File: config.mk
export PLATFORM = sky130hd
export DESIGN_NAME = matmul_stream_host
export DESIGN_NICKNAME = d
export VERILOG_FILES = /design/src/rtl/matmul_stream_host.sv
export SDC_FILE = /design/constraint.sdc
export NUM_CORES = 1
export LEC_CHECK = 0
export ABC_CLOCK_PERIOD_IN_PS = 2600
export CAP_MARGIN = 20
export CELL_PAD_IN_SITES_DETAIL_PLACEMENT = 1
export CELL_PAD_IN_SITES_GLOBAL_PLACEMENT = 1
export CORE_MARGIN = 2
export CORE_UTILIZATION = 39
export CTS_BUF_LIST = sky130_fd_sc_hd__clkbuf_4 sky130_fd_sc_hd__clkbuf_8 sky130_fd_sc_hd__clkbuf_16
export CTS_CLUSTER_SIZE = 25
export DETAILED_ROUTE_END_ITERATION = 8
export GPL_ROUTABILITY_DRIVEN = 0
export MAX_ROUTING_LAYER = met4
export PLACE_DENSITY = 0.86
export SLEW_MARGIN = 25
export SYNTH_ARGS = -nofsm -noshare
export SYNTH_HDL_FRONTEND = slang
export SYNTH_SLANG_ARGS = --single-unit
File: constraint.sdc
create_clock -name clk -period 2.6 [get_ports clk]
set_input_delay 0.39 -clock clk [delete_from_list [all_inputs] [get_ports clk]]
set_output_delay 0.39 -clock clk [all_outputs]
set_load 0.05 [all_outputs]
File: src/rtl/matmul_stream_host.sv
// Host-side stream adapter for the 2x2 signed matrix multiplier core.
// Loads eight 2-bit elements, runs the core for a fixed latency, then streams out four 4-bit products.
module matmul_stream_host #(
    parameter int unsigned RESULT_LATENCY = 1
) (
    input  logic       clk,
    input  logic       rst_n,
    input  logic       clear,
    input  logic       in_valid,
    output logic       in_ready,
    input  logic [1:0] in_data,
    output logic [7:0] mm_a,
    output logic [7:0] mm_b,
    output logic       mm_ena,
    input  logic [7:0] mm_res_lo,
    input  logic [7:0] mm_res_hi,
    output logic       out_valid,
    input  logic       out_ready,
    output logic [3:0] out_data,
    output logic [1:0] out_idx,
    output logic       out_last,
    output logic       out_err
);

    localparam int unsigned CNT_W = 3;
    localparam int unsigned RES_W = 16;

    typedef enum logic [1:0] {S_LOAD, S_RUN, S_DRAIN} state_t;

    state_t             state_q, state_d;
    logic [CNT_W-1:0]   elem_cnt_q;
    logic [CNT_W-1:0]   wait_q;
    logic               err_q;
    logic [RES_W-1:0]   res_q;

    logic               in_hs;
    logic               out_hs;
    logic               elem_bad;
    logic               load_done;
    logic               capture;
    logic [1:0]         idx_next;

    assign in_hs     = in_valid & in_ready;
    assign out_hs    = out_valid & out_ready;
    assign elem_bad  = (in_data == 2'b10);
    assign load_done = in_hs && (elem_cnt_q == CNT_W'(7));
    assign capture   = (state_q == S_RUN) && (wait_q == CNT_W'(RESULT_LATENCY));
    assign idx_next  = out_idx + 2'd1;

    // State register
    always_ff @(posedge clk or negedge rst_n) begin
        if (!rst_n) begin
            state_q <= S_LOAD;
        end else begin
            state_q <= state_d;
        end
    end

    // Next-state logic; clear overrides every transition
    always_comb begin
        state_d = state_q;
        case (state_q)
            S_LOAD: begin
                if (load_done) begin
                    state_d = (err_q || elem_bad) ? S_DRAIN : S_RUN;
                end
            end
            S_RUN: begin
                if (capture) begin
                    state_d = S_DRAIN;
                end
            end
            S_DRAIN: begin
                if (out_hs && out_last) begin
                    state_d = S_LOAD;
                end
            end
            default: state_d = S_LOAD;
        endcase
        if (clear) begin
            state_d = S_LOAD;
        end
    end

    // Datapath and registered stream/core outputs
    always_ff @(posedge clk or negedge rst_n) begin
        if (!rst_n) begin
            elem_cnt_q <= '0;
            wait_q     <= '0;
            err_q      <= 1'b0;
            res_q      <= '0;
            mm_a       <= '0;
            mm_b       <= '0;
            mm_ena     <= 1'b0;
            in_ready   <= 1'b0;
            out_valid  <= 1'b0;
            out_data   <= '0;
            out_idx    <= '0;
            out_last   <= 1'b0;
            out_err    <= 1'b0;
        end else if (clear) begin
            elem_cnt_q <= '0;
            wait_q     <= '0;
            err_q      <= 1'b0;
            mm_a       <= '0;
            mm_b       <= '0;
            mm_ena     <= 1'b0;
            in_ready   <= 1'b1;
            out_valid  <= 1'b0;
            out_data   <= '0;
            out_idx    <= '0;
            out_last   <= 1'b0;
            out_err    <= 1'b0;
        end else begin
            in_ready  <= (state_d == S_LOAD);
            out_valid <= (state_d == S_DRAIN);
            mm_ena    <= (state_d == S_RUN);
            case (state_q)
                S_LOAD: begin
                    wait_q <= '0;
                    if (in_hs) begin
                        if (!elem_cnt_q[2]) begin
                            mm_a[{elem_cnt_q[1:0], 1'b0} +: 2] <= in_data;
                        end else begin
                            mm_b[{elem_cnt_q[1:0], 1'b0} +: 2] <= in_data;
                        end
                        elem_cnt_q <= elem_cnt_q + CNT_W'(1);
                        err_q      <= err_q | elem_bad;
                        // Bad job skips the core and drains forced-zero results
                        if (load_done && (err_q || elem_bad)) begin
                            res_q    <= '0;
                            out_data <= '0;
                            out_idx  <= '0;
                            out_last <= 1'b0;
                            out_err  <= 1'b1;
                        end
                    end
                end
                S_RUN: begin
                    wait_q <= wait_q + CNT_W'(1);
                    if (capture) begin
                        res_q    <= {mm_res_hi, mm_res_lo};
                        out_data <= mm_res_lo[3:0];
                        out_idx  <= '0;
                        out_last <= 1'b0;
                        out_err  <= 1'b0;
                    end
                end
                S_DRAIN: begin
                    if (out_hs) begin
                        if (out_last) begin
                            elem_cnt_q <= '0;
                            err_q      <= 1'b0;
                            out_data   <= '0;
                            out_idx    <= '0;
                            out_last   <= 1'b0;
                            out_err    <= 1'b0;
                        end else begin
                            out_data <= res_q[{idx_next, 2'b00} +: 4];
                            out_idx  <= idx_next;
                            out_last <= (idx_next == 2'd3);
                        end
                    end
                end
                default: ;
            endcase
        end
    end

endmodule
==> key figures <==
CTS
  • CTS tree: built
  • Num CTS Buffers: 5
  • Root Driver: clkbuf_8
  • Clock Path Buffers: 2
  • Clock-pin transition on the worst setup and hold timing paths: ~0.10 ns
  • H-tree depth: 2
  • # hold bufs at CTS: 0
  • CTS sink cnt: 52
  • Post-CTS Resized: 0
  • Post-CTS setup buffers: 0
  • Insertion delay to the later sink of the worst-skew pair: about 0.31 ns

Synthesis
  • Synth Flop Type: dfrtp_1
  • Largest cells by area after synthesis: dfrtp_1, nand2_1, ha_1
  • Post-synth net total: 300
  • Mean Syn Cell Area: slightly below 10 um2
  • Synthesized flop and latch total: 52
  • Cell with the most instances after synthesis: dfrtp_1
  • Post-synth top area share: between 40% and 50%
  • Area of the mapped netlist: ~2600 um2
  • Most common library cells after synthesis: dfrtp_1, nand2_1, nor2_1, a21oi_1, o21ai_0
  • Post-synth EDFFs: 0
  • Yosys cell types: 41
  • Asr flop ratio synth: 100%
  • Synth Instances: ~260
  • Area leader, netlist: dfrtp_1
  • Ys Warns: 0
  • Post-synthesis sequential area ratio: between 40% and 50%

Pwr
  • Pwr Total: between 0.0015 and 0.002 W
  • Clk pwr share: around 38%
  • Max VDD drop: between 0.2 and 0.25 mV
  • Pwr per Cell Area: between 400 and 500 nW/um2
  • Reg power frac: a little over half
  • Sw Pwr: approximately 0.00036 W
  • Switching Share: around a quarter
  • Lkg Pwr: 1.43 nW
  • P_int: 0.00116 W
  • Gate power share: under 10%

Worst setup path
  • Worst-path maximum fanout: 13
  • Reg-to-Reg End: out_err
  • Reg2reg setup slack: approximately 0.36 ns
  • Worst r2r path cells: 7
  • Buf/Inv on CP: 1
  • Crit path capture type: flop
  • Worst Path Class, Setup: reg2reg
  • CP required: 2.84 ns
  • Startpoint Class: flop
  • Reg-to-reg startpoint: state_q[1]
  • Critical path's top delay family: compound AO/OA/AOI/OAI gates
  • Peak per-stage delay on the critical path: around 0.47 ns
  • Critical path's slowest cell: ha_1
  • Critical path, cell by cell: inv_1 > ha_1 > nor2_2 > o21a_1 > a211o_4 > or3_1 > a21oi_1
  • Worst Path Arrival: between 2 and 2.5 ns

Routing
  • Remaining antenna violation count: 0
  • Avg Vias per Cell: 5.24
  • First DRT Iteration DRCs: 84
  • Routed WL: ~6200 um
  • Avg WL per Cell: approximately 16 um
  • DR pass1 iterations: 4
  • DRC violations left: 0
  • Total number of vias: 2037

STA
  • Final Hold Slack: between 0.04 and 0.05 ns
  • Final clock skew: between 0.008 and 0.009 ns
  • Slew HR: about three fifths
  • Final setup TNS: 0 ns
  • Slew @ Worst Pin: 0.620 ns
  • Hold Vio Cnt, Final: 0
  • Pins Over Slew Limit: 0
  • FMAX: between 400 and 500 MHz
  • RSZ-0062 raised after global routing: no
  • Tcrit/Tclk final: about 86%
  • Fin crit period: between 2 and 2.5 ns
  • Final setup violating endpoints: 0

GRT
  • First-pass GRT wire length: around 11000 um
  • GRT met1 Usage: roughly a quarter
  • GRT Total Usage: between 10% and 20%
  • Pin count of the biggest net entering global routing: between 50 and 60
  • Grt met3 use: under 10%
  • Initial antenna violation count: 0
  • Met2 Usage GRT: approximately 31%
  • GRT Max-Usage Layer: met2
  • Vias in the first global route: approximately 2100
  • Total congestion overflow: 0

Die
  • Boundary Pins: 50
  • Initial Util: about two fifths
  • Num rows: 29
  • Placeable Area: around 6400 um2
  • Die Y: between 80 and 90 um
  • Die X: around 86 um
  • DIE AREA: between 7000 and 8000 um2

Layout
  • Nets: ~350
  • Diodes inserted: 0
  • Layout area overhead: 25.7%
  • Share of layout cells above drive strength 1: a little over a tenth

Flow run
  • Max cap viols: 0

Placement
  • HPWL Detailed: between 4000 and 5000 um
  • Buffers on Ports: approximately 50

Worst hold path
  • HP Class: in2async

Status
  • Run status: complete, no violations
registers in the layout, indices dropped and copies added (netlist names):
register / cells
res_q: 16
in_ready: 1
mm_a: 8
elem_cnt_q: 3
state_q: 2
wait_q: 3
mm_ena: 1
out_err: 1
out_data: 4
out_idx: 2
err_q: 1
mm_b: 8
out_valid: 1
out_last: 1
cell families (layout without fill, tap and decap cells):
logic type      after synthesis  after routing  share of synthesized area [%]
simple gates                103            103                           17.4
compound gates               57             57                           13.9
flops                        52             52                           49.5
buf+inv                      21             69                           3.67
mux                          17             17                           8.96
fa+ha+maj                    13             13                           6.19
xor+xnor                      1              1                          0.334
power by group through the flow:
stage | registers (W) | clock network, W | logic [W]
3_3_place_gp | 0.000835 | 0 | 0.000124
6_report | 0.000819 | 0.000574 | 0.000127
4_1_cts | 0.000819 | 0.000588 | 0.000128
3_5_place_dp | 0.000835 | 0 | 0.000127
2_1_floorplan | 0.000842 | 0 | 0.0000482
5_1_grt | 0.000821 | 0.000614 | 0.000141
layer usage:
| metal | up-vias | share of wire [%] |
|---|---|---|
| met5 | - | 0 |
| met4 | 0 | 0.80 |
| met3 | 5 | 3.2 |
| met2 | 41 | 51 |
| met1 | 986 | 45 |
| li1 | 1005 | - |
how the worst max path moves through the flow:
stage / from / cells past startpoint / to
after floorplan: out_idx[0] / 8 / out_data[1]
after global placement: in_data[0] / 5 / res_q[14]
after detailed placement: in_data[0] / 5 / res_q[0]
after CTS: state_q[0] / 5 / res_q[0]
after global routing: state_q[0] / 6 / mm_b[2]
final: state_q[1] / 7 / out_err
area by class of cell:
class / count / area (um2)
clock buffers: 5 / 68.8
well taps: 77 / 96.3
multi-input cells: 191 / 1230
fillers: 738 / 3120
inverters: 8 / 30.0
clock inverters: 3 / 46.3
repair buffers: 53 / 528
flip-flops and latches: 52 / 1300
per-stage QoR:
| step | utilization (%) | setup WS (ns) | std cells | cell area [um2] |
|---|---|---|---|---|
| floorplan | - | 0.537 | 264 | 2630 |
| global placement | 49.6 | 0.278 | 381 | 3180 |
| detailed placement | 49.6 | 0.166 | 381 | 3180 |
| CTS | 51.4 | 0.173 | 389 | 3300 |
| global route | 51.4 | 0.196 | 389 | 3300 |
| finish | 51.4 | 0.364 | 389 | 3300 |
cell usage in the layout, fill, tap and decap left out, types with 3 or more instances in the layout:
cell type        count
nand2_1             50
a31oi_1              3
a21oi_1             19
ha_1                13
nor2_1              22
mux2_2              12
inv_1                8
a22o_1               5
mux4_2               4
nand3_1             10
dfrtp_1             52
o21ai_0             17
buf_4                3
clkbuf_8             5
nor2b_1              3
nand2b_1             7
clkdlybuf4s50_1     48
Note: power is estimated with default switching activity, not from simulation.
